`src/rtl/digit_roi_sequencer_pkg.sv`:
```
// Shared definitions for the digit ROI sequencer.
// Contents:
//   - ROI coordinate width
//   - border RAM address offsets and an address helper
//   - FSM state encoding
package digit_pkg;

  // Width of every ROI coordinate and of the active-image size inputs.
  localparam int ROI_W = 11;

  // Within a digit column/row pair the low border sits at 2*idx+1 and the
  // high border at 2*idx+2.
  localparam logic [1:0] LO_OFS = 2'd1;
  localparam logic [1:0] HI_OFS = 2'd2;

  // State encoding.
  localparam logic [2:0] ENC_IDLE  = 3'd0;
  localparam logic [2:0] ENC_ROW_A = 3'd1;
  localparam logic [2:0] ENC_ROW_B = 3'd2;
  localparam logic [2:0] ENC_COL_A = 3'd3;
  localparam logic [2:0] ENC_COL_B = 3'd4;
  localparam logic [2:0] ENC_CAP   = 3'd5;
  localparam logic [2:0] ENC_EMIT  = 3'd6;
  localparam logic [2:0] ENC_DONE  = 3'd7;

  typedef enum logic [2:0] {
    ST_IDLE  = ENC_IDLE,
    ST_ROW_A = ENC_ROW_A,
    ST_ROW_B = ENC_ROW_B,
    ST_COL_A = ENC_COL_A,
    ST_COL_B = ENC_COL_B,
    ST_CAP   = ENC_CAP,
    ST_EMIT  = ENC_EMIT,
    ST_DONE  = ENC_DONE
  } state_t;

  // Border RAM address for digit index idx and border offset ofs.
  function automatic logic [4:0] border_addr(input logic [3:0] idx,
                                             input logic [1:0] ofs);
    return {idx, 1'b0} + 5'(ofs);
  endfunction

endpackage

```
`src/rtl/digit_roi_sequencer_if.sv`:
```
// ROI delivery channel: valid/ready handshake carrying one clamped bounding
// box per transfer.
// Signals:
//   valid/ready            handshake
//   left/right/top/bottom  clamped box coordinates
//   col/row                digit indices
//   last                   final ROI of the frame
//   bad                    degenerate box after clamping
// Modports: master (producer), slave (consumer).
interface digit_roi_sequencer_if;
  import digit_pkg::*;

  logic             valid;
  logic             ready;
  logic [ROI_W-1:0] left;
  logic [ROI_W-1:0] right;
  logic [ROI_W-1:0] top;
  logic [ROI_W-1:0] bottom;
  logic [3:0]       col;
  logic [3:0]       row;
  logic             last;
  logic             bad;

  modport master (
    output valid, left, right, top, bottom, col, row, last, bad,
    input  ready
  );

  modport slave (
    input  valid, left, right, top, bottom, col, row, last, bad,
    output ready
  );
endinterface

```
`src/rtl/digit_roi_sequencer_border_clamp.sv`:
```
// Clamps one pair of raw borders (low/high) to an active extent.
// Ports:
//   lo_raw, hi_raw  in   raw border values
//   total           in   active extent (width or height)
//   lo, hi          out  clamped borders
//   bad             out  lo > hi after clamping
module border_clamp
  import digit_pkg::*;
(
  input  logic [ROI_W-1:0] lo_raw,
  input  logic [ROI_W-1:0] hi_raw,
  input  logic [ROI_W-1:0] total,
  output logic [ROI_W-1:0] lo,
  output logic [ROI_W-1:0] hi,
  output logic             bad
);

  // An out-of-range low border is usually a wrapped "border minus 2" value,
  // so it snaps to the image origin rather than to the far edge.
  assign lo  = (lo_raw >= total) ? '0 : lo_raw;
  assign hi  = (hi_raw >= total) ? (total - ROI_W'(1)) : hi_raw;
  assign bad = (lo > hi);

endmodule

```
`src/rtl/digit_roi_sequencer.sv`:
```
// Sequences readout of the column/row border RAMs after projection completes
// and delivers one clamped ROI per digit, row-major, over a valid/ready channel.
// Ports:
//   clk, rst_n                   clock, asynchronous active-low reset
//   project_done                 projection-complete level (rise starts a scan)
//   num_col, num_row             digit counts found (clamped to parameters)
//   h_total_pexel, v_total_pexel active image size
//   col_border_addr_rd/data_rd   column border RAM read port (1 clk latency)
//   row_border_addr_rd/data_rd   row border RAM read port (1 clk latency)
//   roi                          ROI output channel (master)
//   busy                         scan in progress
//   scan_done                    one-cycle pulse at scan end
module digit_roi_sequencer
  import digit_pkg::*;
#(
  parameter int NUM_ROW = 1,
  parameter int NUM_COL = 4,
  parameter int DEPBIT  = 12
) (
  input  logic                     clk,
  input  logic                     rst_n,
  input  logic                     project_done,
  input  logic [3:0]               num_col,
  input  logic [3:0]               num_row,
  input  logic [ROI_W-1:0]         h_total_pexel,
  input  logic [ROI_W-1:0]         v_total_pexel,
  output logic [DEPBIT-1:0]        col_border_addr_rd,
  input  logic [DEPBIT-1:0]        col_border_data_rd,
  output logic [DEPBIT-1:0]        row_border_addr_rd,
  input  logic [DEPBIT-1:0]        row_border_data_rd,
  digit_roi_sequencer_if.master    roi,
  output logic                     busy,
  output logic                     scan_done
);

  localparam logic [3:0] NC_MAX = 4'(NUM_COL);
  localparam logic [3:0] NR_MAX = 4'(NUM_ROW);

  state_t           state;
  logic             pd_reg;
  logic [3:0]       nc_reg;
  logic [3:0]       nr_reg;
  logic [3:0]       c_reg;
  logic [3:0]       r_reg;
  logic             from_row_reg;
  logic [ROI_W-1:0] top_raw_reg;
  logic [ROI_W-1:0] bottom_raw_reg;
  logic [ROI_W-1:0] left_raw_reg;

  logic [3:0]       nc_clamp;
  logic [3:0]       nr_clamp;
  logic             start;
  logic [ROI_W-1:0] col_data;
  logic [ROI_W-1:0] row_data;
  logic [ROI_W-1:0] h_lo, h_hi, v_lo, v_hi;
  logic             h_bad, v_bad;
  logic             unused_bits;

  assign nc_clamp = (num_col > NC_MAX) ? NC_MAX : num_col;
  assign nr_clamp = (num_row > NR_MAX) ? NR_MAX : num_row;
  assign start    = project_done & ~pd_reg;

  // Only the low ROI_W bits of each border word carry a coordinate.
  assign col_data    = col_border_data_rd[ROI_W-1:0];
  assign row_data    = row_border_data_rd[ROI_W-1:0];
  assign unused_bits = ^{col_border_data_rd[DEPBIT-1:ROI_W],
                         row_border_data_rd[DEPBIT-1:ROI_W]};

  // Horizontal clamp takes the right border straight from the RAM in CAP.
  border_clamp u_clamp_h (
    .lo_raw (left_raw_reg),
    .hi_raw (col_data),
    .total  (h_total_pexel),
    .lo     (h_lo),
    .hi     (h_hi),
    .bad    (h_bad)
  );

  border_clamp u_clamp_v (
    .lo_raw (top_raw_reg),
    .hi_raw (bottom_raw_reg),
    .total  (v_total_pexel),
    .lo     (v_lo),
    .hi     (v_hi),
    .bad    (v_bad)
  );

  always_ff @(posedge clk or negedge rst_n) begin
    if (!rst_n) begin
      state              <= ST_IDLE;
      pd_reg             <= 1'b0;
      nc_reg             <= '0;
      nr_reg             <= '0;
      c_reg              <= '0;
      r_reg              <= '0;
      from_row_reg       <= 1'b0;
      top_raw_reg        <= '0;
      bottom_raw_reg     <= '0;
      left_raw_reg       <= '0;
      col_border_addr_rd <= '0;
      row_border_addr_rd <= '0;
      roi.valid          <= 1'b0;
      roi.left           <= '0;
      roi.right          <= '0;
      roi.top            <= '0;
      roi.bottom         <= '0;
      roi.col            <= '0;
      roi.row            <= '0;
      roi.last           <= 1'b0;
      roi.bad            <= 1'b0;
      busy               <= 1'b0;
      scan_done          <= 1'b0;
    end else begin
      pd_reg    <= project_done;
      scan_done <= 1'b0;
      case (state)
        ST_IDLE: begin
          if (start) begin
            nc_reg <= nc_clamp;
            nr_reg <= nr_clamp;
            c_reg  <= '0;
            r_reg  <= '0;
            busy   <= 1'b1;
            if ((nc_clamp == 4'd0) || (nr_clamp == 4'd0)) begin
              state     <= ST_DONE;
              scan_done <= 1'b1;
            end else begin
              state              <= ST_ROW_A;
              row_border_addr_rd <= DEPBIT'(border_addr(4'd0, LO_OFS));
            end
          end
        end
        ST_ROW_A: begin
          row_border_addr_rd <= DEPBIT'(border_addr(r_reg, HI_OFS));
          state              <= ST_ROW_B;
        end
        ST_ROW_B: begin
          top_raw_reg        <= row_data;
          col_border_addr_rd <= DEPBIT'(border_addr(c_reg, LO_OFS));
          from_row_reg       <= 1'b1;
          state              <= ST_COL_A;
        end
        ST_COL_A: begin
          // Bottom is only in flight when we arrived here from the row fetch;
          // within a row the previous bottom stays valid.
          if (from_row_reg) begin
            bottom_raw_reg <= row_data;
          end
          from_row_reg       <= 1'b0;
          col_border_addr_rd <= DEPBIT'(border_addr(c_reg, HI_OFS));
          state              <= ST_COL_B;
        end
        ST_COL_B: begin
          left_raw_reg <= col_data;
          state        <= ST_CAP;
        end
        ST_CAP: begin
          roi.left   <= h_lo;
          roi.right  <= h_hi;
          roi.top    <= v_lo;
          roi.bottom <= v_hi;
          roi.bad    <= h_bad | v_bad;
          roi.col    <= c_reg;
          roi.row    <= r_reg;
          roi.last   <= (c_reg == nc_reg - 4'd1) && (r_reg == nr_reg - 4'd1);
          roi.valid  <= 1'b1;
          state      <= ST_EMIT;
        end
        ST_EMIT: begin
          if (roi.ready) begin
            roi.valid <= 1'b0;
            roi.last  <= 1'b0;
            if (c_reg != nc_reg - 4'd1) begin
              c_reg              <= c_reg + 4'd1;
              col_border_addr_rd <= DEPBIT'(border_addr(c_reg + 4'd1, LO_OFS));
              state              <= ST_COL_A;
            end else if (r_reg != nr_reg - 4'd1) begin
              c_reg              <= '0;
              r_reg              <= r_reg + 4'd1;
              row_border_addr_rd <= DEPBIT'(border_addr(r_reg + 4'd1, LO_OFS));
              state              <= ST_ROW_A;
            end else begin
              state     <= ST_DONE;
              scan_done <= 1'b1;
            end
          end
        end
        ST_DONE: begin
          busy  <= 1'b0;
          state <= ST_IDLE;
        end
        default: state <= ST_IDLE;
      endcase
    end
  end

endmodule
```
`src/flat_wrapper.sv`:
```
// flat-port wrapper written by rule: the top's interface ports become plain ports
module digit_roi_sequencer_flat import digit_pkg::*;
#(
  parameter int NUM_ROW = 1,
  parameter int NUM_COL = 4,
  parameter int DEPBIT  = 12
)
  (clk, rst_n, project_done, num_col, num_row, h_total_pexel, v_total_pexel, col_border_addr_rd, col_border_data_rd, row_border_addr_rd, row_border_data_rd, busy, scan_done, roi_valid, roi_left, roi_right, roi_top, roi_bottom, roi_col, roi_row, roi_last, roi_bad, roi_ready);
  digit_roi_sequencer_if roi_i ();
  input  logic clk;
  input  logic rst_n;
  input  logic project_done;
  input  logic [3:0] num_col;
  input  logic [3:0] num_row;
  input  logic [ROI_W-1:0] h_total_pexel;
  input  logic [ROI_W-1:0] v_total_pexel;
  output logic [DEPBIT-1:0] col_border_addr_rd;
  input  logic [DEPBIT-1:0] col_border_data_rd;
  output logic [DEPBIT-1:0] row_border_addr_rd;
  input  logic [DEPBIT-1:0] row_border_data_rd;
  output logic busy;
  output logic scan_done;
  output wire logic [$bits(roi_i.valid)-1:0] roi_valid;
  output wire logic [$bits(roi_i.left)-1:0] roi_left;
  output wire logic [$bits(roi_i.right)-1:0] roi_right;
  output wire logic [$bits(roi_i.top)-1:0] roi_top;
  output wire logic [$bits(roi_i.bottom)-1:0] roi_bottom;
  output wire logic [$bits(roi_i.col)-1:0] roi_col;
  output wire logic [$bits(roi_i.row)-1:0] roi_row;
  output wire logic [$bits(roi_i.last)-1:0] roi_last;
  output wire logic [$bits(roi_i.bad)-1:0] roi_bad;
  input wire logic [$bits(roi_i.ready)-1:0] roi_ready;
  assign roi_valid = roi_i.valid;
  assign roi_left = roi_i.left;
  assign roi_right = roi_i.right;
  assign roi_top = roi_i.top;
  assign roi_bottom = roi_i.bottom;
  assign roi_col = roi_i.col;
  assign roi_row = roi_i.row;
  assign roi_last = roi_i.last;
  assign roi_bad = roi_i.bad;
  assign roi_i.ready = roi_ready;
  digit_roi_sequencer #(.NUM_ROW(NUM_ROW), .NUM_COL(NUM_COL), .DEPBIT(DEPBIT)) u_core (.clk(clk), .rst_n(rst_n), .project_done(project_done), .num_col(num_col), .num_row(num_row), .h_total_pexel(h_total_pexel), .v_total_pexel(v_total_pexel), .col_border_addr_rd(col_border_addr_rd), .col_border_data_rd(col_border_data_rd), .row_border_addr_rd(row_border_addr_rd), .row_border_data_rd(row_border_data_rd), .roi(roi_i), .busy(busy), .scan_done(scan_done));
endmodule
```
`config.mk`:
```
export PLATFORM = sky130hd
export DESIGN_NAME = digit_roi_sequencer_flat
export DESIGN_NICKNAME = d
export VERILOG_FILES = /design/src/rtl/digit_roi_sequencer_pkg.sv /design/src/rtl/digit_roi_sequencer_if.sv /design/src/rtl/digit_roi_sequencer_border_clamp.sv /design/src/rtl/digit_roi_sequencer.sv /design/src/flat_wrapper.sv
export SDC_FILE = /design/constraint.sdc
export NUM_CORES = 1
export LEC_CHECK = 0
export CELL_PAD_IN_SITES_DETAIL_PLACEMENT = 0
export CELL_PAD_IN_SITES_GLOBAL_PLACEMENT = 2
export CORE_MARGIN = 2
export CORE_UTILIZATION = 33
export CTS_CLUSTER_SIZE = 24
export DETAILED_ROUTE_END_ITERATION = 10
export PLACE_DENSITY_LB_ADDON = 0.1
export SLEW_MARGIN = 20
export SYNTH_ARGS = -nofsm -noshare
export SYNTH_HDL_FRONTEND = slang
export SYNTH_SLANG_ARGS = --single-unit
```
`constraint.sdc`:
```
create_clock -name clk -period 3.42 [get_ports clk]
set_input_delay 0.855 -clock clk [delete_from_list [all_inputs] [get_ports clk]]
set_output_delay 0.855 -clock clk [all_outputs]
set_load 0.03 [all_outputs]
```
==> impl_summary.txt, run 1 <==
----------------------------------------------------
[Logic synthesis]
  Most numerous cell in the Yosys netlist ... dfrtp_1
  Most area-consuming cells after synthesis ... dfrtp_1, ha_1, mux2_2
  Most frequently used flop master after synthesis ... dfrtp_1
  Yosys warns ... 0
  Number of flops mapped to enable cells by yosys ... 0
  Post-synthesis sequential area ratio ... 41.1%
  Area share of the largest cell type after synthesis ... 41.1%
  Average cell area after synthesis ... 10.3 um^2
  Async set or reset register ratio after synthesis ... 100%
  Yosys cell types ... 60
  List of most frequent post-synthesis cells ... dfrtp_1, nand2_1, ha_1
  Number of instances in the synthesized netlist ... 713
  Number of storage elements in the synthesis netlist ... 121
  Total standard cell area after synthesis ... 7360 um^2
  Post-synth top area cell ... dfrtp_1

[Run]
  Max Cap Viol ... 0

[Worst setup path]
  Highest-delay cell along the critical path ... a2111oi_2
  Data required time of the critical path ... 3720 ps
  Largest fanout of any net on the critical path ... 3
  CP peak stage delay ... 410 ps
  Crit-path cells ... dlygate4sd2_1 > inv_2 > ha_4 > o211ai_1 > buf_4 > buf_4 > o31ai_4 > mux2i_2 > ha_1 > a2111oi_2 > o21ai_1 > o21ai_2 > a21oi_2 > a221o_1
  Arrival @ worst endpoint ... 3690 ps
  Critical path launch point type ... input pin
  Critical Path Most Common Cell ... buf_4
  Buf/Inv on CP ... 4
  Path type of the worst setup path ... input pin to register
  Top cell family by delay on the critical path ... compound AO/OA/AOI/OAI gates
  Worst setup EP type ... register

[Placed design]
  Setup slack at placement ... -1000 ps
  Count of port buffers added during placement ... 122
  Final weighted congestion in routability-driven placement ... 0.895
  Total placed instance area ... 9780 um^2
  Placed wire-length estimate ... 16,100 um

[Global route]
  Global-route wire length before repair ... 34,300 um
  Initial antenna violation count ... 0
  Overall track demand over capacity in global routing ... 18.4%
  Via count of the first global-routing pass ... 6,448
  Total global routing overflow ... 0
  Maximum number of pins on one net before global-route repair ... 56

[Die]
  Starting density of the core ... 33.7%
  Boundary pin count ... 139
  Cell Rows ... 54
  Std-Cell Core Area ... 21,800 um^2
  Total die area ... 23,500 um^2
  Die extent in x ... 153 um
  Die Ht ... 153 um

[STA]
  Total of endpoints with negative setup slack in the final report ... 0
  Min Tclk post-route ... 3390 ps
  Final worst path period share ... 99.1%
  Post-route clock skew ... 9.26 ps
  Number of failing hold endpoints at the final stage ... 0
  Maximum clock frequency ... 295 MHz
  Remaining max-slew budget at the tightest pin ... 51.8%
  Final worst-path setup slack ... 32.3 ps
  Final Slew Violations ... 0
  Slew at the pin closest to its max-slew limit ... 723 ps

[Drt]
  Remaining antenna violation count after routing ... 0
  Detailed Route WL ... 21,200 um
  Vias post-DR ... 6,192
  Post-route DRC violation count ... 0
  Post-detailed-route wirelength per cell ... 16.7 um
  Initial detailed-routing violation count ... 216
  Initial DRT Pass Iterations ... 4
  Post-detailed-route via-to-cell ratio ... 4.87

[Clocking]
  Worst-case clock buffer depth ... 2
  Clock latency on the worst-skew pair ... 420 ps
  Num CTS Buffers ... 17
  Clock Sinks ... 121
  Hold-fix buffer count after cts ... 0
  Clk slew on worst S/H paths ... 50 ps
  H-tree depth ... 4
  Cell at the root of the clock tree ... clkbuf_16
  TritonCTS clock tree ... done

[Cells and area]
  Antenna diode instance count ... 0
  Area delta synth->final ... 51.7%
  Final non-filler cell area ... 11,200 um^2
  Fraction of layout cells with a size suffix above 1 ... 36.6%
  Final-stage net count ... 1,109

[Pwr]
  Fraction of power spent switching nets ... 39.8%
  Total net switching power ... 4.10 mW
  Lkg Pwr ... 5.12 nW
  Fraction of power consumed by sequential logic ... 24.9%
  Proportion of power drawn by the clock network ... 18.1%
  Cell Int Power ... 6.21 mW
  Power per cell area ... 923 nW/um^2
  Maximum vdd drop ... 0.438 mV
  Portion of total power attributed to combinational logic ... 57.0%

[Run status]
  Outcome ... completed

[Worst hold path]
  Type of the tightest min-delay check ... register to register

----------------------------------------------------
## cell type report
cell class                      count  area, um^2
Clock inverter                     11         144
Clock buffer                       21         470
Inverter                           41         161
Sequential cell                   121        3030
Fill cell                        1999       10700
Tap cell                          280         350
Timing Repair Buffer              275        2370
Multi-Input combinational cell    523        4640
## path summary, 6_finish.rpt
check	from	endpoint	slack, ps	cells after the start
min reg2reg	u_core.roi.row[0]$_DFFE_PN0P_	u_core.roi.row[0]$_DFFE_PN0P_	470	2
max	h_total_pexel[10]	u_core.roi.bad$_DFFE_PN0P_	30	14
max reg2reg	u_core.top_raw_reg[0]$_DFFE_PN0P_	u_core.roi.bad$_DFFE_PN0P_	360	14
min in group asynchronous	rst_n	u_core.bottom_raw_reg[9]$_DFFE_PN0P_	500	1
min	u_core.roi.row[0]$_DFFE_PN0P_	u_core.roi.row[0]$_DFFE_PN0P_	470	2
max in group asynchronous	rst_n	u_core.left_raw_reg[5]$_DFFE_PN0P_	2110	2
## tightest hold or removal path: stages, from the launching register on
cell and delay (ps):
dfrtp_1 340, nand2_1 50, nand2_1 50
## power by group through the flow
stage / sequential [mW] / combinational, mW / clock, mW
CTS: 2.57 / 5.75 / 1.90
floorplan: 2.92 / 2.53 / 0
finish: 2.57 / 5.88 / 1.86
detailed placement: 2.56 / 5.06 / 0
global route: 2.65 / 6.40 / 1.98
global placement: 2.55 / 4.98 / 0
## kinds of logic after synthesis
| group | after synthesis | share of synthesized area (%) |
|---|---|---|
| AOI/OAI and AO/OA | 131 | 11.8 |
| other | 1 | 0.0510 |
| buffers and inverters | 82 | 5.44 |
| xor gates and xnor gates | 34 | 4.25 |
| DFF | 121 | 41.1 |
| muxes | 79 | 12.0 |
| adders and majority gates | 72 | 12.2 |
| and+or+nand+nor | 193 | 13.1 |
## what timing repair did
action	4_1_cts	5_1_grt
resized for setup	120	57
setup buffers	13	12
pin swaps	44	33
endpoints found under the setup margin	1	1
## metal layers
metal,vias up,GRT usage [%],part of all wire (%)
met3,27,3.71,3.6
met4,0,6.08,2.1
li1,3064,-,-
met1,2974,24.2,47
met5,-,0,0
met2,127,30.5,47
## per-stage QoR
| stage | utilization, % | total power, mW | hold slack (ps) | std cells | setup TNS [ps] |
|---|---|---|---|---|---|
| floorplan | - | 5.45 | 451 | 726 | 0 |
| global placement | 44.8 | 7.53 | 463 | 1218 | -1220 |
| detailed placement | 44.8 | 7.62 | 466 | 1218 | -1320 |
| CTS | 50.3 | 10.2 | 479 | 1261 | 0 |
| global route | 51.1 | 11.0 | 486 | 1272 | -54.6 |
| finish | 51.1 | 10.3 | 474 | 1272 | 0 |
## cells in the final DEF, fill, tap and decap left out, drive strengths merged, types with 5 or more instances in the layout
cell type / n
buf: 155
dfrtp: 121
clkdlybuf4s50: 89
nand2: 81
ha: 72
mux2: 57
o21ai: 55
inv: 42
clkbuf: 32
nor2: 23
and3: 23
mux2i: 22
xnor2: 21
a21oi: 17
nand3: 17
conb: 14
xor2: 12
nor2b: 9
a21o: 9
dlygate4sd2: 9
nand2b: 9
and2: 8
nand4: 8
o31ai: 8
nor3: 7
o211ai: 6
dlymetal6s2s: 6
clkdlybuf4s15: 5
a31oi: 5
Power figures use the tool's default switching activity.
==> run 2: changes to the inputs <==
--- a/config.mk
+++ b/config.mk
@@ -11,6 +11,7 @@
 export CORE_UTILIZATION = 33
 export CTS_CLUSTER_SIZE = 24
 export DETAILED_ROUTE_END_ITERATION = 10
+export HOLD_SLACK_MARGIN = 0.15
 export PLACE_DENSITY_LB_ADDON = 0.1
 export SLEW_MARGIN = 20
 export SYNTH_ARGS = -nofsm -noshare
==> results of run 2 <==
Final layout, timing and power as in run 1 (identical DEF).
